===== config.mk =====
export PLATFORM = sky130hd
export DESIGN_NAME = free_list_init_flat
export DESIGN_NICKNAME = d
export VERILOG_FILES = /design/src/rtl/free_list_init_if.sv /design/src/rtl/free_list_init.sv /design/src/flat_wrapper.sv
export SDC_FILE = /design/constraint.sdc
export NUM_CORES = 1
export LEC_CHECK = 0
export CAP_MARGIN = 25
export CELL_PAD_IN_SITES_DETAIL_PLACEMENT = 0
export CELL_PAD_IN_SITES_GLOBAL_PLACEMENT = 1
export CORE_UTILIZATION = 50
export DETAILED_ROUTE_END_ITERATION = 12
export GPL_TIMING_DRIVEN = 0
export PLACE_DENSITY_LB_ADDON = 0.1
export SLEW_MARGIN = 30
export SYNTH_ARGS = -nofsm -noshare
export SYNTH_HDL_FRONTEND = slang
export SYNTH_SLANG_ARGS = --single-unit
export TNS_END_PERCENT = 5

===== constraint.sdc =====
create_clock -name w__init_clk -period 5 [get_ports w__init_clk]
set_input_delay 0.5 -clock w__init_clk [delete_from_list [all_inputs] [get_ports w__init_clk]]
set_output_delay 0.5 -clock w__init_clk [all_outputs]
set_load 0.005 [all_outputs]

===== src/rtl/free_list_init_if.sv =====
// Push/pop handshake bundle for the banked free-list FIFO.
// Port-side names match the block's i__/o__ signal naming.
interface free_list_init_if #(
  parameter int unsigned NUM_BANKS  = 2,
  parameter int unsigned DATA_WIDTH = 16
);
  logic [NUM_BANKS-1:0]            i__data_in_valid;
  logic [NUM_BANKS*DATA_WIDTH-1:0] i__data_in;
  logic [NUM_BANKS-1:0]            o__data_in_ready;
  logic [NUM_BANKS-1:0]            o__data_out_valid;
  logic [NUM_BANKS*DATA_WIDTH-1:0] o__data_out;
  logic [NUM_BANKS-1:0]            i__data_out_ready;

  modport master (
    output i__data_in_valid, i__data_in, i__data_out_ready,
    input  o__data_in_ready, o__data_out_valid, o__data_out
  );

  modport slave (
    input  i__data_in_valid, i__data_in, i__data_out_ready,
    output o__data_in_ready, o__data_out_valid, o__data_out
  );
endinterface


===== src/rtl/free_list_init.sv =====
// Banked FIFO free list that self-fills every bank after reset or reinit.
// Define FREE_LIST_INIT_OCCUPANCY_EN to expose per-bank counts on o__occupancy.
module free_list_init #(
  parameter int unsigned NUM_BANKS  = 2,
  parameter int unsigned DATA_WIDTH = 16,
  parameter int unsigned DEPTH      = 8,
  parameter int unsigned INIT_VAL   = 0,
  parameter int unsigned INC_INIT   = 1
) (
  input  logic           w__init_clk,
  input  logic           reset,
  input  logic           i__reinit,
  free_list_init_if.slave bus,
  output logic           o__init_done
`ifdef FREE_LIST_INIT_OCCUPANCY_EN
  ,
  output logic [NUM_BANKS*$clog2(DEPTH+1)-1:0] o__occupancy
`endif
);

  localparam int unsigned ADDR_WIDTH = $clog2(DEPTH);
  localparam int unsigned CNT_WIDTH  = $clog2(DEPTH + 1);

  typedef enum logic {StInit, StReady} state_e;

  state_e                state_q;
  logic                  init_done_q;
  logic [ADDR_WIDTH-1:0] fill_cnt_q;
  logic [ADDR_WIDTH-1:0] rd_ptr_q [NUM_BANKS];
  logic [ADDR_WIDTH-1:0] wr_ptr_q [NUM_BANKS];
  logic [CNT_WIDTH-1:0]  count_q  [NUM_BANKS];
  logic [DATA_WIDTH-1:0] mem_q    [NUM_BANKS][DEPTH];

  logic [DATA_WIDTH-1:0]           fill_val [NUM_BANKS];
  logic [NUM_BANKS-1:0]            in_ready;
  logic [NUM_BANKS-1:0]            out_valid;
  logic [NUM_BANKS*DATA_WIDTH-1:0] out_data;
  logic [NUM_BANKS-1:0]            push;
  logic [NUM_BANKS-1:0]            pop;

  function automatic logic [ADDR_WIDTH-1:0] ptr_inc(input logic [ADDR_WIDTH-1:0] p);
    return (p == ADDR_WIDTH'(DEPTH - 1)) ? '0 : p + 1'b1;
  endfunction

  always_comb begin
    in_ready  = '0;
    out_valid = '0;
    out_data  = '0;
    push      = '0;
    pop       = '0;
    for (int b = 0; b < NUM_BANKS; b++) begin
      if (INC_INIT != 0) begin
        fill_val[b] = DATA_WIDTH'(INIT_VAL + b * DEPTH + 32'(fill_cnt_q));
      end else begin
        fill_val[b] = DATA_WIDTH'(INIT_VAL);
      end
      if (state_q == StReady) begin
        in_ready[b]  = count_q[b] != CNT_WIDTH'(DEPTH);
        out_valid[b] = count_q[b] != '0;
        if (out_valid[b]) begin
          out_data[b*DATA_WIDTH +: DATA_WIDTH] = mem_q[b][rd_ptr_q[b]];
        end
        // A reinit cycle discards any handshake that coincides with it.
        push[b] = bus.i__data_in_valid[b] & in_ready[b] & ~i__reinit;
        pop[b]  = bus.i__data_out_ready[b] & out_valid[b] & ~i__reinit;
      end
    end
  end

  assign bus.o__data_in_ready  = in_ready;
  assign bus.o__data_out_valid = out_valid;
  assign bus.o__data_out       = out_data;
  assign o__init_done          = init_done_q;

  always_ff @(posedge w__init_clk) begin
    if (reset) begin
      state_q     <= StInit;
      init_done_q <= 1'b0;
      fill_cnt_q  <= '0;
      for (int b = 0; b < NUM_BANKS; b++) begin
        rd_ptr_q[b] <= '0;
        wr_ptr_q[b] <= '0;
        count_q[b]  <= '0;
      end
    end else begin
      unique case (state_q)
        StInit: begin
          if (i__reinit) begin
            fill_cnt_q <= '0;
          end else if (fill_cnt_q == ADDR_WIDTH'(DEPTH - 1)) begin
            state_q     <= StReady;
            init_done_q <= 1'b1;
            fill_cnt_q  <= '0;
            for (int b = 0; b < NUM_BANKS; b++) begin
              count_q[b] <= CNT_WIDTH'(DEPTH);
            end
          end else begin
            fill_cnt_q <= fill_cnt_q + 1'b1;
          end
        end
        StReady: begin
          if (i__reinit) begin
            state_q     <= StInit;
            init_done_q <= 1'b0;
            fill_cnt_q  <= '0;
            for (int b = 0; b < NUM_BANKS; b++) begin
              rd_ptr_q[b] <= '0;
              wr_ptr_q[b] <= '0;
              count_q[b]  <= '0;
            end
          end else begin
            for (int b = 0; b < NUM_BANKS; b++) begin
              if (push[b]) wr_ptr_q[b] <= ptr_inc(wr_ptr_q[b]);
              if (pop[b])  rd_ptr_q[b] <= ptr_inc(rd_ptr_q[b]);
              if (push[b] && !pop[b]) begin
                count_q[b] <= count_q[b] + 1'b1;
              end else if (pop[b] && !push[b]) begin
                count_q[b] <= count_q[b] - 1'b1;
              end
            end
          end
        end
        default: state_q <= StInit;
      endcase
    end
  end

  // Storage is not reset; INIT overwrites every slot before it can be read.
  always_ff @(posedge w__init_clk) begin
    for (int b = 0; b < NUM_BANKS; b++) begin
      if (!reset) begin
        if (state_q == StInit) begin
          mem_q[b][fill_cnt_q] <= fill_val[b];
        end else if (push[b]) begin
          mem_q[b][wr_ptr_q[b]] <= bus.i__data_in[b*DATA_WIDTH +: DATA_WIDTH];
        end
      end
    end
  end

`ifdef FREE_LIST_INIT_OCCUPANCY_EN
  always_comb begin
    o__occupancy = '0;
    for (int b = 0; b < NUM_BANKS; b++) begin
      o__occupancy[b*CNT_WIDTH +: CNT_WIDTH] = count_q[b];
    end
  end
`endif

endmodule

===== src/flat_wrapper.sv =====
// flat-port wrapper written by rule: the top's interface ports become plain ports
module free_list_init_flat 
#(
  parameter int unsigned NUM_BANKS  = 2,
  parameter int unsigned DATA_WIDTH = 16,
  parameter int unsigned DEPTH      = 8,
  parameter int unsigned INIT_VAL   = 0,
  parameter int unsigned INC_INIT   = 1
)
  (w__init_clk, reset, i__reinit, o__init_done, bus_i__data_in_valid, bus_i__data_in, bus_i__data_out_ready, bus_o__data_in_ready, bus_o__data_out_valid, bus_o__data_out);
  free_list_init_if #(.NUM_BANKS(NUM_BANKS), .DATA_WIDTH(DATA_WIDTH)) bus_i ();
  input  logic w__init_clk;
  input  logic reset;
  input  logic i__reinit;
  output logic o__init_done;
  input wire logic [$bits(bus_i.i__data_in_valid)-1:0] bus_i__data_in_valid;
  input wire logic [$bits(bus_i.i__data_in)-1:0] bus_i__data_in;
  input wire logic [$bits(bus_i.i__data_out_ready)-1:0] bus_i__data_out_ready;
  output wire logic [$bits(bus_i.o__data_in_ready)-1:0] bus_o__data_in_ready;
  output wire logic [$bits(bus_i.o__data_out_valid)-1:0] bus_o__data_out_valid;
  output wire logic [$bits(bus_i.o__data_out)-1:0] bus_o__data_out;
  assign bus_i.i__data_in_valid = bus_i__data_in_valid;
  assign bus_i.i__data_in = bus_i__data_in;
  assign bus_i.i__data_out_ready = bus_i__data_out_ready;
  assign bus_o__data_in_ready = bus_i.o__data_in_ready;
  assign bus_o__data_out_valid = bus_i.o__data_out_valid;
  assign bus_o__data_out = bus_i.o__data_out;
  free_list_init #(.NUM_BANKS(NUM_BANKS), .DATA_WIDTH(DATA_WIDTH), .DEPTH(DEPTH), .INIT_VAL(INIT_VAL), .INC_INIT(INC_INIT)) u_core (.w__init_clk(w__init_clk), .reset(reset), .i__reinit(i__reinit), .bus(bus_i), .o__init_done(o__init_done));
endmodule

==> metrics <==
status finished, violations left; violated checks design-rule violations; DIE HEIGHT 166 µm; crit path cell chain inv_1 -> ha_1 -> or3b_2 -> nand2_1 -> clkbuf_1 -> nor2_1 -> clkdlybuf4s50_1; H-tree depth 1; first-pass GRT wire length 49800 µm; CP Capture Type primary output; port bufs 74; max_slew headroom 0.319; FFs w/ async S/R, synth 0; Post-DRT Antenna Nets 0; DRT Pass-1 Iters 11; area of the multi-input gates 4990 µm²; worst vdd ir 0.000194 V; EDFF count, synth 268; cells after synthesis 910; Max clock buf depth 3; 1st-iter DRT viols 520; Post-Route Setup TNS 0 ns; Rows 59; CP Launch Point u_core.count_q[1][0]$_DFFE_PP_; Starting Density 0.513; Post-Place Setup Slack 0.807 ns; Final Skew 0.0135 ns; final wirelength 32600 µm; grt ovf 0; number of global-route vias before repair 8119; Slew @ Worst Pin 1.02 ns; Post-CTS Resized 0; reg2reg path depth 6; shortest period the worst path allows 3.92 ns; Final nets 1076; Vias 7882; CORE AREA 26300 µm²; main flop type after synthesis edfxtp_1; post-synthesis sequential area ratio 0.616; Avg WL per Cell 23.6 µm; DRC viols 6; Netlist cell types 46; flop2flop setup slack 1.39 ns; WP data required 4.50 ns; Crit Path Class flop to primary output; setup violators final 0; I/O pins 76; post-cts hold buffer count 0; GPL Wtd Cong 0.753; clk root buf clkbuf_16; DR vias/cell 5.71; Hold Vio Cnt, Final 0; final period utilization 0.783; CTS tree done; initial antenna violation count 0; CTS sink cnt 281; Max stage delay on crit path 0.59 ns; crit start category flop; Synth Warn # 0; HP Class input pin to flop; register area 8310 µm²; DIE WIDTH 166 µm; Critical R2R Launch u_core.count_q[0][0]$_SDFFCE_PP0P_; die area 27600 µm²; worst skew pair latency 0.55 ns; CTS clk-pin slew, worst paths 0.06 ns; P per Cell Area 314 nW/µm²; Worst path slowest cell clkbuf_1; worst endpoint data arrival time 3.42 ns; dpl hpwl 21400 µm; Fmax achieved 0.255 GHz; Max Cap Viol 0; final hold slack 0.355 ns; total track usage 0.242; fillers 2101; final worst slack 1.08 ns; max-slew violation count 0; net count after synthesis 964; worst-path fanout max 10; cts bufs inserted 30; Syn Std Cell Area 13500 µm²; largest net degree at the start of global routing 17; Post CTS Setup Buffer Count 0; Seq cells post-synth 281; Setup crit end bus_o__data_out[22]; post-synthesis area per instance 14.8 µm²; ratio of cells with drive above 1 in the final layout 0.199; r2r endpoint u_core.mem_q[0][2]$_DFFE_PP_; RSZ-0062 raised after global routing false; n_diodes 0; Area Overhead vs Synth 17.0%; leakage power 0.00510 µW
-- report_power, final --
| group | switching (µW) | leakage [µW] | internal (µW) | total, µW |
|---|---|---|---|---|
| Combinational | 129 | 0.00236 | 102 | 231 |
| Sequential | 18.5 | 0.00226 | 2590 | 2610 |
| Clock | 918 | 0.000468 | 1200 | 2120 |
-- cells in the final DEF, fill, tap and decap left out, types with 2 or more instances in the layout --
cell	Yosys	routed
a21oi_1	17	17
o21ai_1	2	2
clkinv_1	0	2
nor3_2	2	3
or2_2	3	3
mux2_2	48	48
edfxtp_1	268	268
clkbuf_1	39	42
o311a_1	2	2
clkbuf_16	0	31
and2_1	211	211
buf_2	7	7
clkdlybuf4s50_1	0	74
a31oi_1	4	4
a21o_1	3	3
nand2_1	22	22
nand2b_2	0	6
nor2_1	53	53
nand3b_1	2	2
mux4_2	64	64
nor4_4	4	4
clkinv_2	0	11
clkbuf_8	0	5
inv_1	12	12
o21ai_0	22	16
buf_6	2	3
a31o_2	4	4
nor2b_1	7	7
nand3_1	4	4
buf_1	4	3
xnor2_1	3	3
nand2b_1	14	8
clkinvlp_4	0	4
buf_8	0	4
mux2i_1	35	35
dfxtp_1	13	13
o21ai_4	0	5
nor3_1	9	8
ha_1	14	14
-- sequential cells by signal, indices dropped and copies added (netlist names) --
register,flops
u_core.fill_cnt_q,3
u_core.wr_ptr_q,6
u_core.o__init_done,1
u_core.count_q,8
u_core.mem_q,256
u_core.rd_ptr_q,6
u_core.state_q,1
-- through the flow --
stage	total power, µW	cell area [µm²]	utilization	std cells
floorplan	2790	13500	-	910
global placement	2890	14700	0.558	1319
detailed placement	2890	14800	0.564	1325
CTS	4990	15800	0.600	1381
global route	5100	15800	0.601	1381
finish	4960	15800	0.601	1381
-- kinds of logic (layout without fill, tap and decap cells) --
logic type	count (synthesis)	count (layout)	synth area share
AOI/OAI and AO/OA	61	61	0.0271
and+or+nand+nor	337	337	0.147
DFF	281	281	0.616
muxes	147	147	0.173
adders and majority gates	15	15	0.0145
xor gates and xnor gates	4	4	0.00260
buffers and inverters	65	201	0.0201
-- worst min path at each step --
stage          slack [ns]                              from                                to  cells past startpoint
2_1_floorplan        0.47       u_core.mem_q[1][83]$_DFF_P_       u_core.mem_q[1][83]$_DFF_P_                      2
3_3_place_gp         0.49       u_core.mem_q[1][67]$_DFF_P_       u_core.mem_q[1][67]$_DFF_P_                      2
3_5_place_dp         0.50  u_core.o__init_done$_SDFFE_PP0P_  u_core.o__init_done$_SDFFE_PP0P_                      2
4_1_cts              0.33                bus_i__data_in[19]       u_core.mem_q[1][35]$_DFF_P_                      3
5_1_grt              0.37                bus_i__data_in[19]       u_core.mem_q[1][67]$_DFF_P_                      3
6_report             0.36                bus_i__data_in[19]       u_core.mem_q[1][35]$_DFF_P_                      3
-- per-layer routing --
| metal | track usage | vias up | routed length (µm) |
|---|---|---|---|
| li1 | - | 3613 | - |
| met1 | 0.354 | 4063 | 15000 |
| met2 | 0.393 | 166 | 15500 |
| met3 | 0.0312 | 40 | 1490 |
| met4 | 0.0503 | 0 | 558 |
| met5 | 0 | - | 0 |
-- critical path: cells and delay by family (launching register included) --
kind	cells	cell delay, ns
DFF	1	0.45
buffers and inverters	3	1.15
adders and majority gates	1	0.22
and+or+nand+nor	3	1.04
-- layout make-up --
class / instances / area share
sequential: 281 / 0.526
multi-input combinational: 564 / 0.316
clock buffer: 39 / 0.0542
timing repair buffer: 80 / 0.0532
tap: 335 / 0.0266
buffer: 53 / 0.0144
clock inverter: 17 / 0.00587
inverter: 12 / 0.00285
-- Yosys cell counts (2+ instances only) --
cell / n / area, µm²
edfxtp_1: 268 / 8050
and2_1: 211 / 1320
mux4_2: 64 / 1440
nor2_1: 53 / 199
mux2_2: 48 / 541
clkbuf_1: 39 / 146
mux2i_1: 35 / 350
nand2_1: 22 / 82.6
o21ai_0: 22 / 110
a21oi_1: 17 / 85.1
ha_1: 14 / 175
nand2b_1: 14 / 87.6
dfxtp_1: 13 / 260
inv_1: 12 / 45.0
nor3_1: 9 / 45.0
buf_2: 7 / 35.0
nor2b_1: 7 / 43.8
a31o_2: 4 / 35.0
a31oi_1: 4 / 25.0
buf_1: 4 / 15.0
nand3_1: 4 / 20.0
nor4_4: 4 / 85.1
a21o_1: 3 / 22.5
or2_2: 3 / 18.8
xnor2_1: 3 / 26.3
buf_6: 2 / 22.5
nand3b_1: 2 / 15.0
nor3_2: 2 / 20.0
o21ai_1: 2 / 10.0
o311a_1: 2 / 20.0
No activity file was read; power rests on OpenSTA's default activity.
==> patch: new RTL, same flow settings <==
`INC_INIT` is set to 1 in 2 places; all go to 0.
--- a/src/rtl/free_list_init.sv
+++ b/src/rtl/free_list_init.sv
@@ -7,3 +7,3 @@
   parameter int unsigned INIT_VAL   = 0,
-  parameter int unsigned INC_INIT   = 1
+  parameter int unsigned INC_INIT   = 0
 ) (
--- a/src/flat_wrapper.sv
+++ b/src/flat_wrapper.sv
@@ -7,3 +7,3 @@
   parameter int unsigned INIT_VAL   = 0,
-  parameter int unsigned INC_INIT   = 1
+  parameter int unsigned INC_INIT   = 0
 )
Function: changed (Yosys sat finds a counterexample within 10 cycles, from zero or initial values and one cycle with reset high).
==> patch against the unedited design <==
Non-clock buffer count shrank 6; area after synthesis is 1.4% lower; routed wire length shrank 7.2%; largest power group unchanged; fmax rose by 5.0%; design area down 0.68%; clock skew down 0.0060 ns; largest cell class unchanged; setup slack improved by 0.19 ns; final cell count fell by 1.7%; highest routed layer unchanged; total power fell by 2.8%; sequential cell count is the same; sequential share of layout area is 0.87 points higher; first-iteration DRC count is 14% higher.
==> patch: results (changes against the unedited design) <==
stage,metric,value,unit,change
synth,synth_area_leaders,"edfxtp_1 (62%), and2_1 (13%), mux4_2 (11%)",,
setup_path,crit_arrival,3.23,ns,-0.19 ns
cells_and_area,post_route_cells_drive_above_1_share,16.4,%,-3.5 points
status,status,"finished, final reports clean",,
routing,drt-total-wl,30.2,mm,-7.2%
global_route,grt_first_pass_wirelength,45.3,mm,-9.0%
global_route,grt_pass1_vias,7467,,-8.0%
setup_path,rrSetupSlack,1.83,ns,+0.44 ns
setup_path,slowest_delay,0.49,ns,-0.10 ns
setup_path,cp_slowest_cell,or3b_2,,
cells_and_area,nNetsFinal,1055,,-2.0%
routing,via_per_inst,5.50,,-3.6%
placed_design,place_congestion,0.772,,+2.6%
routing,drt-pass1-iter-count,5,,-6
routing,drtIter0Drc,591,,+14%
global_route,grtUsageTotal,23.1,%,-1.1 points
worst_hold_path,hold_path_startpoint,i__reinit,,
synth,ys_seq_area_share,63.1,%,+1.5 points
synth,synth_edf_count,276,,+3.0%
timing,finClkSkew,0.00748,ns,-0.00600 ns
timing,worst_slew_pin_slew,0.977,ns,-0.0412 ns
pwr,leakage,4.97,nW,-2.4%
synth,synth_common_cells,"edfxtp_1 (276), and2_1 (266), mux4_2 (64)",,
pwr,vdd_drop_max,257,uV,+32%
synth,synth_nets,939,,-2.6%
setup_path,crit_fanout,10,,unchanged
placed_design,hpwl,20.0,mm,-6.3%
synth,ys_types,53,,+15%
cells_and_area,nFillCells,2044,,-2.7%
patch: cell types whose count changed in the layout (fill, tap and decap cells not counted), moves of 7 or more:
cell      unedited run  this run
clkbuf_1            42        26
and2_1             211       266
clkbuf_2             1         8
clkinv_1             2        11
mux2_2              48         0
a21oi_1             17         6
nor2_2               0         7
o21ai_0             16         6
clkinv_2            11         2
dfxtp_1             13         5
edfxtp_1           268       276
patch: critical path: cells and delay by family, from the launching register on:
family | cells | cell delay (ns)
buf+inv | 3 | 1.03
flops | 1 | 0.46
simple gates | 3 | 0.94
fa+ha+maj | 1 | 0.25
patch: path summary, 6_finish.rpt:
kind                            depth (start not counted)                    to
worst max-delay path                                    7   bus_o__data_out[30]
worst min-delay path                                    2  u_core.fill_cnt_q[0]
worst max register to register                          6   u_core.mem_q[0][26]
worst min register to register                          2   u_core.o__init_done
patch: per-stage QoR:
stage          instances  area (um2)  setup WS [ns]
3_3_place_gp        1294       14500          0.314
3_5_place_dp        1304       14800           1.33
6_report            1358       15700           1.27
5_1_grt             1358       15700           1.04
4_1_cts             1358       15700           1.22
2_1_floorplan        885       13300           2.07
patch: kinds of logic (layout without fill, tap and decap cells):
group	count (synthesis)	count (layout)	synth area share, %
muxes	99	99	13.5
DFF	281	281	63.1
xor gates and xnor gates	4	4	0.263
buffers and inverters	52	190	1.67
AOI/OAI and AO/OA	45	45	2.41
adders and majority gates	15	15	1.47
and+or+nand+nor	389	389	17.6
patch: layer usage:
layer | vias up | part of all wire, % | track usage (%)
met2 | 169 | 50 | 39.5
met5 | - | 0 | 0
met4 | 0 | 1.3 | 3.71
met3 | 34 | 4.1 | 2.57
li1 | 3504 | - | -
met1 | 3762 | 45 | 32.6
patch: where the power goes:
part,switching [W],internal [W]
clock,0.000882,0.00112
combinational,0.000115,0.0000938
sequential,0.0000170,0.00259
patch: layout make-up:
| class | count | area share, % |
|---|---|---|
| sequential | 281 | 53.5 |
| multi-input combinational | 552 | 30.8 |
| timing repair buffer | 84 | 5.95 |
| clock buffer | 37 | 5.09 |
| tap | 335 | 2.67 |
| buffer | 43 | 1.21 |
| clock inverter | 17 | 0.527 |
| inverter | 9 | 0.216 |
